File: src/rtl/obj_scheduler_if.sv
// Spawn/collide handshake and slot words between game logic and the object scheduler.
interface obj_scheduler_if;
    logic        spawn_req;
    logic [1:0]  spawn_type;
    logic [9:0]  spawn_vpos;
    logic        spawn_ack;
    logic        spawn_drop;
    logic [4:0]  collide;
    logic [25:0] p_obj1;
    logic [25:0] p_obj2;
    logic [25:0] p_obj3;
    logic [25:0] p_obj4;
    logic [25:0] p_obj5;
    logic        busy;

    modport master (
        output spawn_req, spawn_type, spawn_vpos, collide,
        input  spawn_ack, spawn_drop, p_obj1, p_obj2, p_obj3, p_obj4, p_obj5, busy
    );

    modport slave (
        input  spawn_req, spawn_type, spawn_vpos, collide,
        output spawn_ack, spawn_drop, p_obj1, p_obj2, p_obj3, p_obj4, p_obj5, busy
    );
endinterface

File: src/rtl/obj_scheduler.sv
// Five-slot sprite scheduler: allocates spawns, clears collisions and sweeps the
// slots once per frame (scroll left, animate, retire off-screen objects).
module obj_scheduler #(
    parameter int SPAWN_X    = 1009,
    parameter int NUM_FRAMES = 6,
    parameter int ANIM_DIV   = 4
) (
    input  logic       vclock,
    input  logic       reset_n,
    input  logic       vsync,
    input  logic [3:0] scroll_speed,
    obj_scheduler_if.slave bus
);
    localparam int            AW         = (ANIM_DIV > 1) ? $clog2(ANIM_DIV) : 1;
    localparam logic [AW-1:0] ANIM_LAST  = AW'(ANIM_DIV - 1);
    localparam logic [2:0]    FRAME_LAST = 3'(NUM_FRAMES - 1);
    localparam logic [10:0]   SPAWN_H    = 11'(SPAWN_X);

    typedef enum logic {IDLE, SWEEP} state_t;

    state_t        state_q, state_d;
    logic [2:0]    sidx_q, sidx_d;
    logic          vsync_d_q, vsync_d_d;
    logic [AW-1:0] anim_q, anim_d;
    logic          step_q, step_d;
    logic          ack_q, ack_d;
    logic          drop_q, drop_d;
    logic          busy_q, busy_d;
    // Slot word doubles as the valid flag: hpos is kept >= 1 while occupied.
    logic [25:0]   slot_q [5];
    logic [25:0]   slot_d [5];

    logic          tick;
    logic          found;
    logic [10:0]   speed_ext;

    assign tick      = vsync_d_q & ~vsync;
    assign speed_ext = {7'b0, scroll_speed};

    always_comb begin
        state_d   = state_q;
        sidx_d    = sidx_q;
        vsync_d_d = vsync;
        anim_d    = anim_q;
        step_d    = step_q;
        ack_d     = 1'b0;
        drop_d    = 1'b0;
        busy_d    = busy_q;
        slot_d    = slot_q;
        found     = 1'b0;

        case (state_q)
            IDLE: begin
                if (tick) begin
                    state_d = SWEEP;
                    sidx_d  = 3'd0;
                    busy_d  = 1'b1;
                    if (anim_q == ANIM_LAST) begin
                        anim_d = '0;
                        step_d = 1'b1;
                    end else begin
                        anim_d = anim_q + 1'b1;
                        step_d = 1'b0;
                    end
                end else if (bus.spawn_req && !ack_q && (bus.collide == 5'd0)) begin
                    // ack_q gate keeps the still-high request in the ack cycle from spawning twice.
                    ack_d = 1'b1;
                    for (int i = 0; i < 5; i++) begin
                        if (!found && (slot_q[i][20:10] == 11'd0)) begin
                            found     = 1'b1;
                            slot_d[i] = {3'd0, bus.spawn_type, SPAWN_H, bus.spawn_vpos};
                        end
                    end
                    drop_d = !found;
                end
            end
            SWEEP: begin
                for (int i = 0; i < 5; i++) begin
                    if ((sidx_q == 3'(i)) && (slot_q[i][20:10] != 11'd0)) begin
                        if (slot_q[i][20:10] <= speed_ext) begin
                            slot_d[i] = '0;
                        end else begin
                            slot_d[i][20:10] = slot_q[i][20:10] - speed_ext;
                            if (step_q) begin
                                slot_d[i][25:23] = (slot_q[i][25:23] == FRAME_LAST) ?
                                                   3'd0 : slot_q[i][25:23] + 3'd1;
                            end
                        end
                    end
                end
                if (sidx_q == 3'd4) begin
                    state_d = IDLE;
                    busy_d  = 1'b0;
                end else begin
                    sidx_d = sidx_q + 3'd1;
                end
            end
            default: state_d = IDLE;
        endcase

        for (int i = 0; i < 5; i++) begin
            if (bus.collide[i]) slot_d[i] = '0;
        end
    end

    always_ff @(posedge vclock or negedge reset_n) begin
        if (!reset_n) begin
            state_q   <= IDLE;
            sidx_q    <= 3'd0;
            vsync_d_q <= 1'b0;
            anim_q    <= '0;
            step_q    <= 1'b0;
            ack_q     <= 1'b0;
            drop_q    <= 1'b0;
            busy_q    <= 1'b0;
            for (int i = 0; i < 5; i++) slot_q[i] <= '0;
        end else begin
            state_q   <= state_d;
            sidx_q    <= sidx_d;
            vsync_d_q <= vsync_d_d;
            anim_q    <= anim_d;
            step_q    <= step_d;
            ack_q     <= ack_d;
            drop_q    <= drop_d;
            busy_q    <= busy_d;
            slot_q    <= slot_d;
        end
    end

    assign bus.spawn_ack  = ack_q;
    assign bus.spawn_drop = drop_q;
    assign bus.busy       = busy_q;
    assign bus.p_obj1     = slot_q[0];
    assign bus.p_obj2     = slot_q[1];
    assign bus.p_obj3     = slot_q[2];
    assign bus.p_obj4     = slot_q[3];
    assign bus.p_obj5     = slot_q[4];
endmodule

File: src/flat_wrapper.sv
// flat-port wrapper written by rule: the top's interface ports become plain ports
module obj_scheduler_flat 
#(
    parameter int SPAWN_X    = 1009,
    parameter int NUM_FRAMES = 6,
    parameter int ANIM_DIV   = 4
)
  (vclock, reset_n, vsync, scroll_speed, bus_spawn_req, bus_spawn_type, bus_spawn_vpos, bus_collide, bus_spawn_ack, bus_spawn_drop, bus_p_obj1, bus_p_obj2, bus_p_obj3, bus_p_obj4, bus_p_obj5, bus_busy);
  obj_scheduler_if bus_i ();
  input  logic vclock;
  input  logic reset_n;
  input  logic vsync;
  input  logic [3:0] scroll_speed;
  input wire logic [$bits(bus_i.spawn_req)-1:0] bus_spawn_req;
  input wire logic [$bits(bus_i.spawn_type)-1:0] bus_spawn_type;
  input wire logic [$bits(bus_i.spawn_vpos)-1:0] bus_spawn_vpos;
  input wire logic [$bits(bus_i.collide)-1:0] bus_collide;
  output wire logic [$bits(bus_i.spawn_ack)-1:0] bus_spawn_ack;
  output wire logic [$bits(bus_i.spawn_drop)-1:0] bus_spawn_drop;
  output wire logic [$bits(bus_i.p_obj1)-1:0] bus_p_obj1;
  output wire logic [$bits(bus_i.p_obj2)-1:0] bus_p_obj2;
  output wire logic [$bits(bus_i.p_obj3)-1:0] bus_p_obj3;
  output wire logic [$bits(bus_i.p_obj4)-1:0] bus_p_obj4;
  output wire logic [$bits(bus_i.p_obj5)-1:0] bus_p_obj5;
  output wire logic [$bits(bus_i.busy)-1:0] bus_busy;
  assign bus_i.spawn_req = bus_spawn_req;
  assign bus_i.spawn_type = bus_spawn_type;
  assign bus_i.spawn_vpos = bus_spawn_vpos;
  assign bus_i.collide = bus_collide;
  assign bus_spawn_ack = bus_i.spawn_ack;
  assign bus_spawn_drop = bus_i.spawn_drop;
  assign bus_p_obj1 = bus_i.p_obj1;
  assign bus_p_obj2 = bus_i.p_obj2;
  assign bus_p_obj3 = bus_i.p_obj3;
  assign bus_p_obj4 = bus_i.p_obj4;
  assign bus_p_obj5 = bus_i.p_obj5;
  assign bus_busy = bus_i.busy;
  obj_scheduler #(.SPAWN_X(SPAWN_X), .NUM_FRAMES(NUM_FRAMES), .ANIM_DIV(ANIM_DIV)) u_core (.vclock(vclock), .reset_n(reset_n), .vsync(vsync), .scroll_speed(scroll_speed), .bus(bus_i));
endmodule
File: config.mk
export PLATFORM = sky130hd
export DESIGN_NAME = obj_scheduler_flat
export DESIGN_NICKNAME = d
export VERILOG_FILES = /design/src/rtl/obj_scheduler_if.sv /design/src/rtl/obj_scheduler.sv /design/src/flat_wrapper.sv
export SDC_FILE = /design/constraint.sdc
export NUM_CORES = 1
export LEC_CHECK = 0
export BUFFER_PORTS_ARGS = -buffer_cell sky130_fd_sc_hd__buf_2
export CORE_MARGIN = 2
export CORE_UTILIZATION = 25
export CTS_BUF_LIST = sky130_fd_sc_hd__clkbuf_16
export CTS_CLUSTER_SIZE = 20
export DETAILED_ROUTE_END_ITERATION = 16
export MAX_ROUTING_LAYER = met4
export PLACE_DENSITY_LB_ADDON = 0.12
export RECOVER_POWER = 50
export SLEW_MARGIN = 20
export SYNTH_ARGS = -nofsm -noshare
export SYNTH_HDL_FRONTEND = slang
export SYNTH_SLANG_ARGS = --single-unit
File: constraint.sdc
create_clock -name vclock -period 3.1 [get_ports vclock]
set_input_delay 0.93 -clock vclock [delete_from_list [all_inputs] [get_ports vclock]]
set_output_delay 0.93 -clock vclock [all_outputs]
set_load 0.005 [all_outputs]
==> results.md <==
- Hold-fix buffers, CTS: 0
- Final Cell Area: 9580 um^2
- Post-Syn Nets: 818
- Internal power: 4.98 mW
- Largest net degree at the start of global routing: 50
- Later-pin clock latency in the skew report: 0.42 ns
- Count of warnings emitted by yosys: 0
- Hold Worst Slack: 0.474 ns
- 1st-iter DRT viols: 443
- Routed len/inst: 17.8 um
- Vias: 6682
- Post-synthesis adder-cell area fraction: 5.80%
- Placeable core region: 28800 um^2
- Setup slack, reg-to-reg: 0.33 ns
- Gpl congestion: 0.846
- Setup crit end kind: flop
- Syn avg cell area: 9.62 um^2
- DRC: 0
- Clk buf depth: 2
- Final Max Tran Viols: 0
- Clock share of power: 23.9%
- Leak: 4.64 nW
- Sequential power share: 34.8%
- Area delta synth->final: 30.6%
- Synth area leaders: dfrtp_1, a22o_1, nand2_1
- Root buf cell: clkbuf_16
- Mux share of post-synthesis cell area: 0.614%
- Cell Area, Synth: 7330 um^2
- Kind of critical path: flop to flop
- Via-per-instance ratio: 4.85
- Tightest Pin Transition: 1.41 ns
- Post-synthesis sequential element count: 141
- Routed Antenna Nets: 0
- CTS clk-pin slew, worst paths: 0.06 ns
- Sequential area share after synthesis: 48.1%
- Most used DFF post-synth: dfrtp_1
- Worst EP arrival: 3.12 ns
- Die Ht: 175 um
- Vias in the first global route: 6633
- Commonest cells post-synth: dfrtp_1, nand2_1, nor2_1
- Final Hold Vio Count: 0
- RSZ-0062 raised after global routing: false
- Rel. slew slack: 6.23%
- Xor and xnor area share after synthesis: 0.597%
- Grt ovf: 0
- Largest area contributor in the netlist: dfrtp_1
- Global-route wire length before repair: 38700 um
- Total GRT Usage: 16.7%
- Met1 Usage GRT: 22.5%
- Register Area: 3530 um^2
- Cts repair resizes: 0
- Max VDD drop: 0.309 mV
- Buffers on Ports: 157
- Total power: 8.34 mW
- Multi-input logic area: 3560 um^2
- F_max: 361 MHz
- Max-Cap Viols: 0
- CP Max Fanout: 9
- TritonCTS Sinks: 141
- Ys async rst share: 100%
- GR Util met3: 3.23%
- Starting density of the core: 25.5%
- Filler Cell Count: 2976
- Combinational share of power: 41.3%
- Post-CTS Setup Inserts: 0
- Final Setup Violations: 0
- Power density cells: 871 nW/um^2
- I/O pins: 158
- Final WS setup: 0.332 ns
- Post-synth EDFFs: 0
- Synth cell types: 65
- Die area: 30700 um^2
- CTS tree: yes
- Site Rows: 62
- Drt first pass iters: 5
- Post-route minimum period: 2.77 ns
- Final Util: 33.3%
- Cell Area, Placed: 9070 um^2
- H-Tree Depth: 4
- Post-synth top area share: 48.1%
- Post-route insts no fill: 1378
- Final WL: 24600 um
- Layout cells sized above 1: 24.6%
- Setup TNS: 0 ns
- Pre-CTS setup slack: 0.0932 ns
- Grt met2 use: 25.6%
- Mapped Cells: 762
- Status: finished clean
- Clock buffer count from CTS: 17
- Count leader, synth: dfrtp_1
- Dpl hpwl: 18300 um
- Hold Crit Class: flop to flop
- Initial antenna violation count: 1
- Critical Path RT: 3.45 ns
- Largest family of logic cells by synthesized area: compound AO/OA/AOI/OAI gates
- Sw power: 3.36 mW
- Switch share: 40.3%
- Grt peak-use layer: met2
- Period utilization: 89.3%
- Post-synthesis compound-gate area fraction: 23.7%
- Critical Path Start Type: flop
- Skew final: 0.0130 ns
- Simple-gate share of the synthesized area: 17.7%
- Die W: 175 um
- Placed cell count: 1345
- Post-layout nets: 1036
sequential cells by signal, summed over array words and instances, names as in the netlist:
register / cells
u_core.step_q: 1
u_core.bus.spawn_drop: 1
u_core.state_q: 1
u_core.bus.p_obj5: 26
u_core.sidx_q: 3
u_core.anim_q: 2
u_core.bus.p_obj1: 26
u_core.bus.p_obj2: 26
u_core.bus.spawn_ack: 1
u_core.bus.p_obj3: 26
u_core.bus.busy: 1
u_core.vsync_d_q: 1
u_core.bus.p_obj4: 26
cell families (layout without fill, tap and decap cells):
logic type,count (synthesis),in the layout
buffers and inverters,60,291
AND/OR/NAND/NOR,269,269
multiplexers,4,4
flip-flops,141,141
adder cells (fa/ha/maj),31,31
other,0,1
AO/OA/AOI/OAI,252,252
XOR/XNOR,5,5
cell usage in the layout (no fill, tap or decap), types with 4 or more instances in the layout:
cell type	count
or3_1	6
inv_1	35
xnor2_1	4
clkbuf_1	37
nor4_1	13
buf_12	6
nand2_1	92
nand4_1	5
ha_1	26
a21o_1	14
a22o_1	41
mux2_2	4
a211oi_1	8
o41ai_1	6
nand2b_1	5
inv_6	4
clkbuf_16	17
nand3_1	13
nor2_1	64
nor2b_1	4
o31ai_1	9
o22a_1	15
o21ai_0	58
a31oi_1	9
fa_1	5
a21oi_1	49
or2_2	4
buf_4	59
nor3_1	25
buf_2	121
dfrtp_1	141
o21a_1	10
and3_1	9
or4_1	8
routing by layer:
layer  wire (um)  part of all wire (%)
met1       11700                    48
met4         401                   1.6
met5           0                     0
met2       11200                    46
met3        1260                   5.1
final timing paths:
path	end	depth (start not counted)	start
max in group asynchronous	u_core.bus.spawn_ack$_DFF_PN0_	2	reset_n
min in group asynchronous	u_core.bus.p_obj4[17]$_DFFE_PN0P_	1	reset_n
max	u_core.bus.p_obj4[24]$_DFFE_PN0P_	7	u_core.bus.p_obj1[16]$_DFFE_PN0P_
min	u_core.bus.p_obj2[6]$_DFFE_PN0P_	2	u_core.bus.p_obj2[6]$_DFFE_PN0P_
min reg2reg	u_core.bus.p_obj2[6]$_DFFE_PN0P_	2	u_core.bus.p_obj2[6]$_DFFE_PN0P_
max reg2reg	u_core.bus.p_obj4[24]$_DFFE_PN0P_	7	u_core.bus.p_obj1[16]$_DFFE_PN0P_
layout make-up:
class / count / share of cell area [%]
clock inverters: 15 / 1.44
well taps: 384 / 5.02
clock buffers: 17 / 4.44
flip-flops and latches: 141 / 36.8
inverters: 34 / 1.33
diodes: 1 / 0.0261
repair buffers: 225 / 13.8
multi-input cells: 561 / 37.2
power by group through the flow:
stage          sequential [mW]  clock [mW]  combinational, mW
6_report                  2.90        2.00               3.45
2_1_floorplan             2.83           0               2.01
5_1_grt                   3.00        2.15               3.89
3_5_place_dp              2.93           0               3.49
4_1_cts                   2.91        2.06               3.50
3_3_place_gp              2.94           0               3.49
worst max-delay path, stage by stage (launching register included):
cell and delay, ns:
dfrtp_1 0.43, or4_2 0.77, or3_1 0.44, and4_1 0.22, buf_4 0.16, a21oi_2 0.40, a21o_1 0.16, a32o_1 0.13
Note: power is estimated with default switching activity, not from simulation.
